**config.mk**
```make
export PLATFORM = sky130hd
export DESIGN_NAME = muldiv_unit_flat
export DESIGN_NICKNAME = d
export VERILOG_FILES = /design/src/rtl/muldiv_pkg.sv /design/src/rtl/muldiv_if.sv /design/src/rtl/muldiv_step.sv /design/src/rtl/muldiv_unit.sv /design/src/flat_wrapper.sv
export SDC_FILE = /design/constraint.sdc
export NUM_CORES = 1
export LEC_CHECK = 0
export CORE_ASPECT_RATIO = 1.2
export CORE_MARGIN = 3
export CORE_UTILIZATION = 25
export CTS_BUF_LIST = sky130_fd_sc_hd__clkbuf_16
export DETAILED_ROUTE_END_ITERATION = 10
export GPL_TIMING_DRIVEN = 0
export PLACE_DENSITY = 0.48
export SYNTH_ARGS = -nofsm -noshare
export SYNTH_HDL_FRONTEND = slang
export SYNTH_HIERARCHICAL = 1
export SYNTH_SLANG_ARGS = --single-unit
```
**constraint.sdc**
```tcl
create_clock -name clk -period 3.4 [get_ports clk]
set_input_delay 1.02 -clock clk [delete_from_list [all_inputs] [get_ports clk]]
set_output_delay 1.02 -clock clk [all_outputs]
set_load 0.1 [all_outputs]
```
**src/rtl/muldiv_pkg.sv**
```systemverilog
// Shared types, constants and operand-sign helpers for the RV32M multiply/divide unit.
// No logic of its own; imported by the interface, the iteration step and the top.
package muldiv_pkg;

    localparam int XLEN = 32;

    typedef enum logic [2:0] {
        OP_MUL    = 3'b000,
        OP_MULH   = 3'b001,
        OP_MULHSU = 3'b010,
        OP_MULHU  = 3'b011,
        OP_DIV    = 3'b100,
        OP_DIVU   = 3'b101,
        OP_REM    = 3'b110,
        OP_REMU   = 3'b111
    } muldiv_op_e;

    typedef enum logic [2:0] {
        ST_IDLE,
        ST_PREP,
        ST_CALC,
        ST_FIX,
        ST_DONE
    } muldiv_state_e;

    localparam logic [XLEN-1:0] DIV0_QUOT = 32'hFFFF_FFFF;
    localparam logic [XLEN-1:0] OVF_QUOT  = 32'h8000_0000;

    function automatic logic op_is_div(input muldiv_op_e op);
        return op inside {OP_DIV, OP_DIVU, OP_REM, OP_REMU};
    endfunction

    function automatic logic op_a_signed(input muldiv_op_e op);
        return op inside {OP_MULH, OP_MULHSU, OP_DIV, OP_REM};
    endfunction

    function automatic logic op_b_signed(input muldiv_op_e op);
        return op inside {OP_MULH, OP_DIV, OP_REM};
    endfunction

endpackage

```
**src/rtl/muldiv_if.sv**
```systemverilog
// Request/result bundle between the integer pipeline (master) and the muldiv unit (slave).
// Request side is valid/ready on start_*, result side is valid/ready on res_*.
interface muldiv_if;

    logic                        start_valid;
    logic                        start_ready;
    logic [2:0]                  funct3;
    logic [muldiv_pkg::XLEN-1:0] rs1_data;
    logic [muldiv_pkg::XLEN-1:0] rs2_data;
    logic [4:0]                  rd_addr_in;
    logic                        flush;
    logic                        res_valid;
    logic                        res_ready;
    logic [muldiv_pkg::XLEN-1:0] res_data;
    logic [4:0]                  res_rd_addr;
    logic                        busy;

    modport master (
        output start_valid, funct3, rs1_data, rs2_data, rd_addr_in, flush, res_ready,
        input  start_ready, res_valid, res_data, res_rd_addr, busy
    );

    modport slave (
        input  start_valid, funct3, rs1_data, rs2_data, rd_addr_in, flush, res_ready,
        output start_ready, res_valid, res_data, res_rd_addr, busy
    );

endinterface

```
**src/rtl/muldiv_step.sv**
```systemverilog
// One combinational iteration: shift-add multiply or restoring shift-subtract divide.
// Zero latency, no handshake; the caller registers hi/lo every cycle it wants a step.
module muldiv_step
    import muldiv_pkg::*;
(
    input  logic            is_div,
    input  logic [XLEN:0]   hi,
    input  logic [XLEN-1:0] lo,
    input  logic [XLEN-1:0] m,
    output logic [XLEN:0]   hi_next,
    output logic [XLEN-1:0] lo_next
);

    logic [XLEN:0]   sum;
    logic [XLEN:0]   shifted;
    logic [XLEN+1:0] diff;

    // Multiply: {hi,lo} is the product with the multiplier draining out of lo.
    // Divide: hi is the partial remainder, lo shifts the dividend out and quotient bits in.
    always_comb begin
        sum     = hi + (lo[0] ? {1'b0, m} : '0);
        shifted = {hi[XLEN-1:0], lo[XLEN-1]};
        diff    = {1'b0, shifted} - {2'b00, m};
        if (is_div) begin
            if (!diff[XLEN+1]) begin
                hi_next = diff[XLEN:0];
                lo_next = {lo[XLEN-2:0], 1'b1};
            end else begin
                hi_next = shifted;
                lo_next = {lo[XLEN-2:0], 1'b0};
            end
        end else begin
            hi_next = {1'b0, sum[XLEN:1]};
            lo_next = {sum[0], lo[XLEN-1:1]};
        end
    end

endmodule

```
**src/rtl/muldiv_unit.sv**
```systemverilog
// Iterative RV32M multiply/divide: 35 edges accept-to-result (3 for div-by-zero/overflow).
// Refuses new work until the result is taken; res_* hold while res_ready is low.
module muldiv_unit #(
    parameter int XLEN = 32
) (
    input  logic     clk,
    input  logic     reset,
    muldiv_if.slave  bus
);
    import muldiv_pkg::*;

    muldiv_state_e   state;
    muldiv_op_e      op;
    logic [XLEN-1:0] a_raw, b_raw, m, lo, res_data;
    logic [XLEN:0]   hi;
    logic [5:0]      cnt;
    logic [4:0]      rd, res_rd;
    logic            neg_res, neg_rem;

    logic            a_neg, b_neg, div0, ovf;
    logic [XLEN-1:0] a_mag, b_mag;
    logic [XLEN:0]   hi_next;
    logic [XLEN-1:0] lo_next;
    logic [2*XLEN-1:0] prod, prod_fix;
    logic [XLEN-1:0] quo_fix, rem_fix, result;

    always_comb begin
        a_neg = op_a_signed(op) && a_raw[XLEN-1];
        b_neg = op_b_signed(op) && b_raw[XLEN-1];
        a_mag = a_neg ? -a_raw : a_raw;
        b_mag = b_neg ? -b_raw : b_raw;
        div0  = op_is_div(op) && (b_raw == '0);
        ovf   = (op == OP_DIV || op == OP_REM) && (a_raw == OVF_QUOT) && (b_raw == DIV0_QUOT);
    end

    muldiv_step u_step (
        .is_div  (op_is_div(op)),
        .hi      (hi),
        .lo      (lo),
        .m       (m),
        .hi_next (hi_next),
        .lo_next (lo_next)
    );

    // Special-case results are loaded with neg_* cleared so FIX passes them through untouched.
    always_comb begin
        prod     = {hi[XLEN-1:0], lo};
        prod_fix = neg_res ? -prod : prod;
        quo_fix  = neg_res ? -lo : lo;
        rem_fix  = neg_rem ? -hi[XLEN-1:0] : hi[XLEN-1:0];
        case (op)
            OP_MUL:                      result = prod_fix[XLEN-1:0];
            OP_MULH, OP_MULHSU, OP_MULHU: result = prod_fix[2*XLEN-1:XLEN];
            OP_DIV, OP_DIVU:             result = quo_fix;
            default:                     result = rem_fix;
        endcase
    end

    always_ff @(posedge clk or negedge reset) begin
        if (!reset) begin
            state    <= ST_IDLE;
            op       <= OP_MUL;
            a_raw    <= '0;
            b_raw    <= '0;
            m        <= '0;
            hi       <= '0;
            lo       <= '0;
            cnt      <= '0;
            rd       <= '0;
            neg_res  <= 1'b0;
            neg_rem  <= 1'b0;
            res_data <= '0;
            res_rd   <= '0;
        end else if (bus.flush) begin
            state <= ST_IDLE;
        end else begin
            case (state)
                ST_IDLE: begin
                    if (bus.start_valid) begin
                        op    <= muldiv_op_e'(bus.funct3);
                        a_raw <= bus.rs1_data;
                        b_raw <= bus.rs2_data;
                        rd    <= bus.rd_addr_in;
                        state <= ST_PREP;
                    end
                end
                ST_PREP: begin
                    cnt <= '0;
                    if (div0) begin
                        hi      <= {1'b0, a_raw};
                        lo      <= DIV0_QUOT;
                        neg_res <= 1'b0;
                        neg_rem <= 1'b0;
                        state   <= ST_FIX;
                    end else if (ovf) begin
                        hi      <= '0;
                        lo      <= OVF_QUOT;
                        neg_res <= 1'b0;
                        neg_rem <= 1'b0;
                        state   <= ST_FIX;
                    end else begin
                        hi      <= '0;
                        lo      <= op_is_div(op) ? a_mag : b_mag;
                        m       <= op_is_div(op) ? b_mag : a_mag;
                        neg_res <= a_neg ^ b_neg;
                        neg_rem <= a_neg;
                        state   <= ST_CALC;
                    end
                end
                ST_CALC: begin
                    hi  <= hi_next;
                    lo  <= lo_next;
                    cnt <= cnt + 6'd1;
                    if (cnt == 6'd31) begin
                        state <= ST_FIX;
                    end
                end
                ST_FIX: begin
                    res_data <= result;
                    res_rd   <= rd;
                    state    <= ST_DONE;
                end
                ST_DONE: begin
                    if (bus.res_ready) begin
                        state <= ST_IDLE;
                    end
                end
                default: state <= ST_IDLE;
            endcase
        end
    end

    assign bus.start_ready = (state == ST_IDLE);
    assign bus.busy        = (state != ST_IDLE);
    assign bus.res_valid   = (state == ST_DONE);
    assign bus.res_data    = res_data;
    assign bus.res_rd_addr = res_rd;

endmodule
```
**src/flat_wrapper.sv**
```systemverilog
// flat-port wrapper written by rule: the top's interface ports become plain ports
module muldiv_unit_flat import muldiv_pkg::*;
#(
    parameter int XLEN = 32
)
  (clk, reset, bus_start_valid, bus_funct3, bus_rs1_data, bus_rs2_data, bus_rd_addr_in, bus_flush, bus_res_ready, bus_start_ready, bus_res_valid, bus_res_data, bus_res_rd_addr, bus_busy);
  muldiv_if bus_i ();
  input  logic clk;
  input  logic reset;
  input wire logic [$bits(bus_i.start_valid)-1:0] bus_start_valid;
  input wire logic [$bits(bus_i.funct3)-1:0] bus_funct3;
  input wire logic [$bits(bus_i.rs1_data)-1:0] bus_rs1_data;
  input wire logic [$bits(bus_i.rs2_data)-1:0] bus_rs2_data;
  input wire logic [$bits(bus_i.rd_addr_in)-1:0] bus_rd_addr_in;
  input wire logic [$bits(bus_i.flush)-1:0] bus_flush;
  input wire logic [$bits(bus_i.res_ready)-1:0] bus_res_ready;
  output wire logic [$bits(bus_i.start_ready)-1:0] bus_start_ready;
  output wire logic [$bits(bus_i.res_valid)-1:0] bus_res_valid;
  output wire logic [$bits(bus_i.res_data)-1:0] bus_res_data;
  output wire logic [$bits(bus_i.res_rd_addr)-1:0] bus_res_rd_addr;
  output wire logic [$bits(bus_i.busy)-1:0] bus_busy;
  assign bus_i.start_valid = bus_start_valid;
  assign bus_i.funct3 = bus_funct3;
  assign bus_i.rs1_data = bus_rs1_data;
  assign bus_i.rs2_data = bus_rs2_data;
  assign bus_i.rd_addr_in = bus_rd_addr_in;
  assign bus_i.flush = bus_flush;
  assign bus_i.res_ready = bus_res_ready;
  assign bus_start_ready = bus_i.start_ready;
  assign bus_res_valid = bus_i.res_valid;
  assign bus_res_data = bus_i.res_data;
  assign bus_res_rd_addr = bus_i.res_rd_addr;
  assign bus_busy = bus_i.busy;
  muldiv_unit #(.XLEN(XLEN)) u_core (.clk(clk), .reset(reset), .bus(bus_i));
endmodule
```
======== Word-level counts from Yosys, hierarchy flattened ========
Cells that the tools add are included.
storage, ports and cells
  input port bits ......................... 77
  output and inout bits ................... 40
  register bits after elaboration ......... 217
  word-level logic and storage cells ...... 94
operators by class
  equality and inequality tests ........... 17
  muxes and demuxes ....................... 30
  add/sub/neg operators ................... 8
  reduce and logical (&&, ||, !) cells .... 22
  bitwise gates (word level) .............. 4
operator list
  cell                                            number
  2-to-1 mux 32 bit                               11
  negation 32 bit                                 4
  one-hot mux 32 bit (3 select lines)             1
  2-to-1 mux 33 bit                               2
  one-hot mux 33 bit (2 select lines)             1
  == test 32 bit (second input constant)          2
  2-to-1 mux 64 bit                               1
  negation 64 bit                                 1
  one-hot mux 32 bit (2 select lines)             1
  subtractor 33 x 32 -> 34 bit                    1
  adder 33 bit                                    1
  zero test 32 bit                                1
  == test 3 bit (second input constant)           5
  2-to-1 mux 3 bit                                5
  one-hot mux 3 bit (5 select lines)              1
  == test 3 x 2 -> 1 bit (second input constant)  4
  one-hot mux 6 bit (2 select lines)              1
  nonzero test 4 bit                              2
  adder 6 x 1 -> 6 bit (second input constant)    1
  == test 3 x 1 -> 1 bit (second input constant)  2
  == test 6 x 5 -> 1 bit (second input constant)  1
  zero test 3 bit                                 2
  2-to-1 mux 1 bit                                6
  != test 3 bit (second input constant)           2
  12 further kinds                                22

======== Depth between registers and ports, before layout ========
Gate-level depths: netlist (run 1).
  depth in word-level cells ............... 8
  depth in mapped cells ................... 16
  depth with buffers taken out ............ 14

======== Hierarchy ========
The synthesis (run 1) kept the hierarchy.
by module, submodules not included
  module       area an instance (sq um)  seq. area each (sq um)  times used  cells each
  muldiv_unit  14607.8                   5430.2                  1           1657
  muldiv_step  4802.1                    0.0                     1           687

======== Worst setup path before layout (run 1) ========
OpenSTA, ideal clock, no wires.
  path type ............................... register -> output
  start point ............................. reg u_core.state[0]
  end point ............................... out bus_res_valid
  path buffers ............................ 1
  arrival time ............................ 2.799 ns
  path slack .............................. -0.419 ns
  cell stages (with the launch flop) ...... 3
  required time ........................... 2.380 ns
  cells stage by stage .................... dfrtp_1 > clkbuf_1 > nor3b_1
between the ends
  word-level cells in the longest chain between the ends .. 1
ends and longest elaborated chain
  what                    line                text
  from (decl)             muldiv_unit.sv:12   muldiv_state_e state;
  from (signal assigned)  muldiv_unit.sv:61   state <= ST_IDLE;
  from (signal assigned)  muldiv_unit.sv:75   state <= ST_IDLE;
  from (signal assigned)  muldiv_unit.sv:84   state <= ST_PREP;
  == test 3 bit           muldiv_unit.sv:135  assign bus.res_valid = (state == ST_DONE);
  to (decl)               flat_wrapper.sv:18  output wire logic [$bits(bus_i.res_valid)-1:0] bus_res_valid;
Every way passes these cells.

======== Worst setup path after layout (run 1) ========
  start point ............................. reg u_core.lo[0]
  end point ............................... reg u_core.hi[29]
between the ends
  word-level cells in the longest chain between the ends .. 4
ends and longest elaborated chain
  what                                 line                text
  from (decl)                          muldiv_unit.sv:14   logic [XLEN-1:0] a_raw, b_raw, m, lo, res_data;
  from (signal assigned)               muldiv_unit.sv:103  lo <= op_is_div(op) ? a_mag : b_mag;
  from (signal assigned)               muldiv_unit.sv:112  lo <= lo_next;
  2-to-1 mux 32 bit                    muldiv_step.sv:21   sum = hi + (lo[0] ? {1'b0, m} : '0);
  adder 33 bit                         muldiv_step.sv:21
  2-to-1 mux 33 bit                    muldiv_step.sv:24   if (is_div) begin
  net u_core.hi_next[29]               muldiv_unit.sv:22   logic [XLEN:0] hi_next;
  one-hot mux 33 bit (2 select lines)  muldiv_unit.sv:77   case (state)
  to (signal assigned)                 muldiv_unit.sv:90   hi <= {1'b0, a_raw};
  to (signal assigned)                 muldiv_unit.sv:111  hi <= hi_next;
  to (decl)                            muldiv_unit.sv:15   logic [XLEN:0] hi;
The timed path passes the listed nets, and every way through them passes these cells.
A chain may end at the register's enable or synchronous reset.

==> results list, run 1 <==
- Worst setup SP type: flip-flop
* Multiplexer share of the synthesized area: 0.117
- Fill cells in the final layout number 8,191.
- 117 I/O pins were placed.
- Along the worst path, the maximum fanout reaches 4.
* Cell area after synthesis: 19,400 µm²
* Global-route wire length before repair: around 130,000 µm
- Clock transition time at the flip-flop clock pins of the worst setup and hold paths: 0.07 ns
- TritonCTS built the clock tree.
- The synthesized design spends more area on one cell type than any other, namely sky130_fd_sc_hd__dfrtp_1.
- CP Capture Type: flip-flop
* Post-Route Skew: roughly 0.02 ns
* Later-pin clock latency in the skew report: between 0.5 and 0.6 ns
- For this run, the leading register cell type out of synthesis is sky130_fd_sc_hd__dfrtp_1.
- Pre-Repair DR Iteration Count: 7
- The setup path with the least slack is of type flip-flop to flip-flop.
- Average footprint of a synthesized cell: 8.28 µm²
- The max-slew violation total from the final report was 0.
- Violations in the final reports: negative setup slack
- Clock buffer count from CTS: 27
- Width of the die: 260 µm
- The worst register-to-register path has a setup slack of -0.15 ns.
- Setup slack on the critical path of the routed design comes to -0.151 ns.
- MaxCap Viol Count: 0
- The sequential cells in the finished layout cover a total of 5450 µm².
- Clock tree synthesis found a total of 217 sinks.
- Number of diodes: 0
- The net count of the finished layout is 2,675.
* Area fraction in compound gates after synthesis: 0.228
* Post-route antenna net violation count: 0
- Of the total synthesized cell area, the portion taken by full adders, half adders and majority gates is 0.0472.
- Number of violations reported at the end of detailed-routing iteration 0: 1,955
- Run status: finished with violations
- Synth top cells by count: 217 x sky130_fd_sc_hd__dfrtp_1, 197 x sky130_fd_sc_hd__nor2_1, 158 x sky130_fd_sc_hd__nand2_1
- The die covers 81,000 µm².
- Row cnt: 111
* Synthesized instance count: 2,344
- In this run the tool buffered the top-level ports with 116 buffer cells.
- In the finished design, the share of the clock period the worst path needs comes to 1.04.
- Counting every net in the synthesized netlist gives 2,493.
- For this run, the total global-route usage over all layers was measured as 0.219.
- The tightest hold path in the finished design has a slack of 0.371 ns.
* Total overflow reported by the global router: 0
- Measured against its own limit, the worst slew margin works out to 0.242.
- At the worst endpoint, the arrival time is 4.04 ns.
- Die height: 311 µm
- For this run, the register share of the synthesized area comes to 0.280.
* Number of antenna violations at the first check in global routing: 1
* Top-count cell post-synth: sky130_fd_sc_hd__dfrtp_1
- Simple-gate share of the synthesized area: 0.209
- Detail Placement HPWL: ~72,000 µm
* Number of synthesized flops with an enable pin: 0
- The final number of hold-violating endpoints is 0.
* Core area: 76,700 µm²
- Vias: 20.2k
- After detailed routing, the total wire length is 92,000 µm.
- After detailed routing, the number of remaining DRC violations is 0.
- The share of synthesized area in the top cell type comes to 0.280.
* Clock period minus worst slack: around 3.6 ns
- The worst register-to-register path begins at u_core/lo[0]$_DFFE_PN0P_.
- Pin count of the biggest net entering global routing: 89
- CTS built an H-tree with a depth of 1.
* Final RePlAce weighted congestion: 0.958
- Number of distinct library cells after synthesis: 98
- Ranking of synthesized cells by area: sky130_fd_sc_hd__dfrtp_1 28%, sky130_fd_sc_hd__mux2_2 8.2%, sky130_fd_sc_hd__ha_1 4.5%
- WP data required: 3.89 ns
* Number of synthesized register bits: between 200 and 250
- Hold repair after CTS inserted 0 buffers.
- For this run, the top clock speed supported by timing is 282 MHz.
* RSZ-0062 raised after global routing: true
- Worst flop-to-flop path endpoint: u_core/hi[29]$_DFFE_PN0P_
- Vias in the first global route: 19.9k
- From synthesis to final layout, the design area changed by 23.2%.
* Async set-or-reset flop fraction in the synthesized netlist: 1.00
* Average wire length per cell after detail routing: 25.8 µm
- Buffer type at the clock tree root: sky130_fd_sc_hd__clkbuf_16
- Worst hold path class: input pin to async pin
* Fraction of layout instances using a drive strength above 1: 0.165
- In the routed layout, each cell is associated on average with a via count of 5.67.
* Warning count from the yosys run: 6
- No sink is reached through more buffers than the 3 on the longest clock path.
- After synthesis, the largest family of logic cells by area is compound AO/OA/AOI/OAI gates.
- Setup violations, final: 7
- Of the total synthesized cell area, the portion taken by XOR and XNOR cells is 0.0663.
* Starting utilization of the core area: 0.253
* Tightest Pin Transition: 1.14 ns
- Pre-CTS setup slack: -1.27 ns
- Worst reg-to-reg path cell count: 15
- Area of combinational cells with multiple inputs: around 14,000 µm²
==> per-layer routing <==
layer / wire (µm) / vias to the layer above / global-route usage
met5: 0 / - / 0
met4: 5270 / 0 / 0.110
met3: 5920 / 193 / 0.0290
met2: 42700 / 899 / 0.358
met1: 38200 / 10004 / 0.282
li1: - / 9111 / -
==> repair_timing <==
item | CTS | global route
pin swaps | 25 | 36
setup endpoints to repair | 111 | 83
resized for setup | 97 | 97
buffers inserted | 16 | 24
endpoints found under the hold margin | 0 | 0
==> cell usage in the layout (no fill, tap or decap), drive strengths merged, types with 25 or more instances in the layout <==
cell type,n
nor4,44
o21ai,151
nor3,70
clkdlybuf4s50,112
nand4,38
buf,78
inv,82
xor2,58
clkbuf,168
ha,70
mux2i,64
mux2,144
or3,41
nand3,74
and2,41
o31ai,34
nand2,158
nor2,198
a31oi,60
o211ai,27
xnor2,89
or4,25
a21oi,136
dfrtp,217
==> state kept, by name, indices dropped and copies added, names as in the netlist <==
signal / flops
u_core/cnt: 6
u_core/a_raw: 32
u_core/op: 3
u_core/hi: 33
u_core/rd: 5
u_core/neg_rem: 1
u_core/bus.res_rd_addr: 5
u_core/b_raw: 32
u_core/m: 32
u_core/state: 3
u_core/bus.res_data: 32
u_core/lo: 32
u_core/neg_res: 1
==> kinds of logic after synthesis <==
group	count (synthesis)
and+or+nand+nor	783
xor gates and xnor gates	147
DFF	217
buffers and inverters	260
AOI/OAI and AO/OA	657
muxes	208
adders and majority gates	72
==> worst max-delay path, cell delays in order, from the launching register on <==
cell                        delay (ns)
sky130_fd_sc_hd__dfrtp_4          0.53
sky130_fd_sc_hd__clkbuf_16        0.17
sky130_fd_sc_hd__and2_4           0.14
sky130_fd_sc_hd__ha_4             0.17
sky130_fd_sc_hd__fa_2             0.39
sky130_fd_sc_hd__a211oi_4         0.28
sky130_fd_sc_hd__o21ai_4          0.11
sky130_fd_sc_hd__a31oi_4          0.24
sky130_fd_sc_hd__o41ai_4          0.13
sky130_fd_sc_hd__a221o_2          0.44
sky130_fd_sc_hd__a41oi_4          0.20
sky130_fd_sc_hd__buf_6            0.14
sky130_fd_sc_hd__nand2_1          0.07
sky130_fd_sc_hd__o22ai_2          0.21
sky130_fd_sc_hd__nand2_1          0.07
sky130_fd_sc_hd__a31oi_1          0.17
==> how the worst max path moves through the flow <==
stage	startpoint	to	slack, ns	cells after the start
3_3_place_gp	reset	u_core/a_raw[14]$_DFFE_PN0P_	-8.44	1
2_1_floorplan	u_core/state[0]$_DFFE_PN0P_	u_core/a_raw[0]$_DFFE_PN0P_	0.01	7
4_1_cts	u_core/lo[0]$_DFFE_PN0P_	u_core/hi[29]$_DFFE_PN0P_	-0.23	15
3_5_place_dp	u_core/lo[0]$_DFFE_PN0P_	u_core/hi[31]$_DFFE_PN0P_	-1.27	15
5_1_grt	u_core/lo[0]$_DFFE_PN0P_	u_core/hi[29]$_DFFE_PN0P_	-0.23	15
6_report	u_core/lo[0]$_DFFE_PN0P_	u_core/hi[29]$_DFFE_PN0P_	-0.15	15
==> stage by stage <==
step	TNS, ns	area (µm²)	cells	util
after floorplan	0	19400	2344	-
final	-0.580	23900	3563	0.312
after CTS	-0.628	23300	3540	0.304
after global placement	-1896.23	21800	3477	0.285
after detailed placement	-79.17	21900	3479	0.286
after global routing	-1.26	23900	3563	0.312
==> cell type report <==
type | instances | area share
timing repair buffer | 157 | 0.0650
multi-input combinational | 1867 | 0.571
clock buffer | 27 | 0.0283
tap | 1017 | 0.0532
inverter | 80 | 0.0126
clock inverter | 22 | 0.00942
buffer | 176 | 0.0329
sequential | 217 | 0.228
Power of run 1 is left out: the tool's default activity adds up to more than one toggle a clock period on the data nets, which glitch-free logic cannot reach.
==> run 2, diff against run 1 <==
--- a/config.mk
+++ b/config.mk
@@ -5,6 +5,7 @@
 export SDC_FILE = /design/constraint.sdc
 export NUM_CORES = 1
 export LEC_CHECK = 0
+export CAP_MARGIN = 25
 export CORE_ASPECT_RATIO = 1.2
 export CORE_MARGIN = 3
 export CORE_UTILIZATION = 25
==> run 2 against run 1 <==
Die area unchanged. Clock skew is 0.0011 ns lower. Routed wire length barely moved. The flow still finishes with violations (negative setup slack). Global-route usage fell by 0.050 points. Fmax down 2.1%. Hold slack lost 0.019 ns. Utilization is 0.091 points lower. Cell area shrank 0.29%. Via count barely moved. Flip-flop and latch count is the same.
==> results list, run 2 (synthesis results as in run 1) <==
- The peak clock frequency supported by timing was 276 MHz (-2.1%).
- The worst-case clock buffer depth came to 3 (unchanged).
* MaxCap Viol Count: 0 (unchanged)
* Clock period minus worst slack: 3.63 ns (+0.0754 ns)
- Clock sinks: 217 (unchanged)
* Core area: 76,700 µm² (unchanged)
* CP Capture Type: flip-flop
* Cell class contributing the biggest share of worst-path delay: compound AO/OA/AOI/OAI gates
- Buffer type at the clock tree root: sky130_fd_sc_hd__clkbuf_16
- The post-route fraction of the period consumed by the critical path was 1.07 (+0.0222).
- The total wirelength of the detailed-routed design is 92,100 µm (about the same).
* FF-to-FF setup slack: -0.23 ns (-0.08 ns)
- Count of final hold-check violations: 0 (unchanged)
- The number of remaining DRC errors was 0 (unchanged).
- The largest driver fanout on the critical path is 5 (+1).
- Tightest Pin Transition: 1.07 ns (-0.0690 ns)
* Post-Route Skew: 0.0193 ns (-0.00114 ns)
- The setup slack of the critical path after layout came to -0.227 ns (-0.0754 ns).
- The count of standard-cell rows was 111 (unchanged).
* Number of violations reported at the end of detailed-routing iteration 0: 2,242 (+15%)
- Worst reg-to-reg path cell count: 15 (unchanged)
- Worst hold path class: input pin to async pin
* Largest incremental delay on the critical path: 0.56 ns (+0.03 ns)
* Count of H-tree levels built during CTS: 1 (unchanged)
- Worst reg2reg startpoint: u_core/lo[0]$_DFFE_PN0P_
- Worst flop-to-flop path endpoint: u_core/hi[31]$_DFFE_PN0P_
* Later-pin clock latency in the skew report: 0.58 ns (about the same)
- The I/O pin count came to 117 (unchanged).
* Hold Worst Slack: 0.353 ns (-0.0185 ns)
* Run status: finished with violations
- The required time reported for the critical path endpoint is 3.84 ns (-0.05 ns).
* Clock buffer count from CTS: 28 (+3.7%)
- Count of buffer and inverter cells on the critical path: 1 (-1)
* CP Class: flip-flop to flip-flop
- Post-route antenna net violation count: 0 (unchanged)
- Total overflow reported by the global router: 0 (unchanged)
* Width of the die: 260 µm (unchanged)
- The library cell used most frequently in the layout, excluding fill and tap cells, is sky130_fd_sc_hd__dfrtp_1.
* Pre-Repair DR Iteration Count: 7 (unchanged)
* Number of diodes: 0 (unchanged)
- The number of nets at the end of the flow is 2,686 (+0.41%).
- TritonCTS built the clock tree.
- The critical path goes through clkbuf_16 > and2_4 > ha_4 > fa_2 > a211oi_4 > o21ai_4 > a31oi_4 > o41ai_4 > a221o_2 > a41oi_2 > nor3b_1 > a211oi_1 > o21ai_1 > nand2_1 > a31oi_1.
* Max FFs per register: 33 (unchanged)
* Die ar.: 81,000 µm² (unchanged)
* Clock transition time at the flip-flop clock pins of the worst setup and hold paths: 0.06 ns (about the same)
- Global-route wire length before repair: 134,000 µm (+0.20%)
- RSZ-0062 raised after global routing: true
- Biggest register: u_core/hi
- Arrival @ worst endpoint: 4.06 ns (+0.02 ns)
- The die height is 311 µm (unchanged).
- Number of max-slew violations in the final report: 0 (unchanged)
- Worst setup SP type: flip-flop
- The final reports fail on negative setup slack.
- Worst path depth: 15 (unchanged)
* Commonest cells after routing, fill and taps aside: 206 x sky130_fd_sc_hd__dfrtp_1, 194 x sky130_fd_sc_hd__nor2_1, 156 x sky130_fd_sc_hd__nand2_1, 142 x sky130_fd_sc_hd__mux2_2, 128 x sky130_fd_sc_hd__a21oi_1
* Starting utilization of the core area: 0.253 (unchanged)
* Post-cts hold buffer count: 0 (unchanged)
- Average wire length per cell after detail routing: 25.8 µm (-0.22%)
* Final RePlAce weighted congestion: 0.958 (unchanged)
- Fraction of layout instances using a drive strength above 1: 0.167 (+0.00177)
- Area added between synthesis and finish: 22.8%
* Vias in the first global route: 19.8k (-0.67%)
- The global routing usage summed across all routing layers is 0.218 (-0.000504).
* Via density: 5.66 (-0.25%)
- Count of fill cells added during filler insertion: 8,228 (+0.45%)
- Number of antenna violations at the first check in global routing: 1 (unchanged)
- The number of setup violations in the final report was 7 (unchanged).
* Total of buffers placed on input and output ports: 116 (unchanged)
- Pin count of the biggest net entering global routing: 89 (unchanged)
- Final cell utilization of the core: 0.311 (-0.000914)
- The worst slew margin relative to its limit was 0.288 (+0.0460).
- The total via count in the routed design came to 20.2k (+0.0049%).
* Cell with the largest stage delay on the worst path: sky130_fd_sc_hd__dfrtp_4
- Detail Placement HPWL: 72,000 µm (-0.17%)
-- run 2: area by class of cell --
cell class                 count  area, µm²  share of cell area
buffer                       177        811              0.0340
clock buffer                  29        726              0.0304
clock inverter                19        146             0.00614
inverter                      80        300              0.0126
multi-input combinational   1867      13500               0.568
sequential                   217       5450               0.229
tap                         1017       1270              0.0534
timing repair buffer         166       1590              0.0669
-- run 2: routing by layer --
layer  vias up  global-route usage  part of all wire
li1       9135                   -                 -
met1      9957               0.284              0.41
met2       931               0.361              0.47
met3       185              0.0246             0.063
met4         0               0.102             0.055
met5         -                   0                 0
-- run 2: timing repair --
item,in CTS,in global routing
setup buffers,16,27
cloned,0,2
setup endpoints to repair,103,82
gates resized for setup,77,118
pin swaps,21,31
-- run 2: metrics by stage --
step                worst slack [ns]  instances  instance area, µm²  setup TNS, ns
finish                        -0.227       3572               23800         -0.849
global route                  -0.268       3572               23800          -1.90
CTS                           -0.220       3544               23200         -0.735
detailed placement             -1.25       3483               21900         -51.91
global placement               -8.44       3477               21800       -1896.23
floorplan                     0.0146       2344               19400              0
-- run 2: worst max-delay path by stage --
stage | endpoint | start
6_report | u_core/hi[31]$_DFFE_PN0P_ | u_core/lo[0]$_DFFE_PN0P_
5_1_grt | u_core/hi[29]$_DFFE_PN0P_ | u_core/lo[0]$_DFFE_PN0P_
4_1_cts | u_core/hi[29]$_DFFE_PN0P_ | u_core/lo[0]$_DFFE_PN0P_
3_5_place_dp | u_core/hi[31]$_DFFE_PN0P_ | u_core/lo[0]$_DFFE_PN0P_
3_3_place_gp | u_core/a_raw[14]$_DFFE_PN0P_ | reset
2_1_floorplan | u_core/a_raw[0]$_DFFE_PN0P_ | u_core/state[0]$_DFFE_PN0P_
Power of run 2 is left out for the same reason.
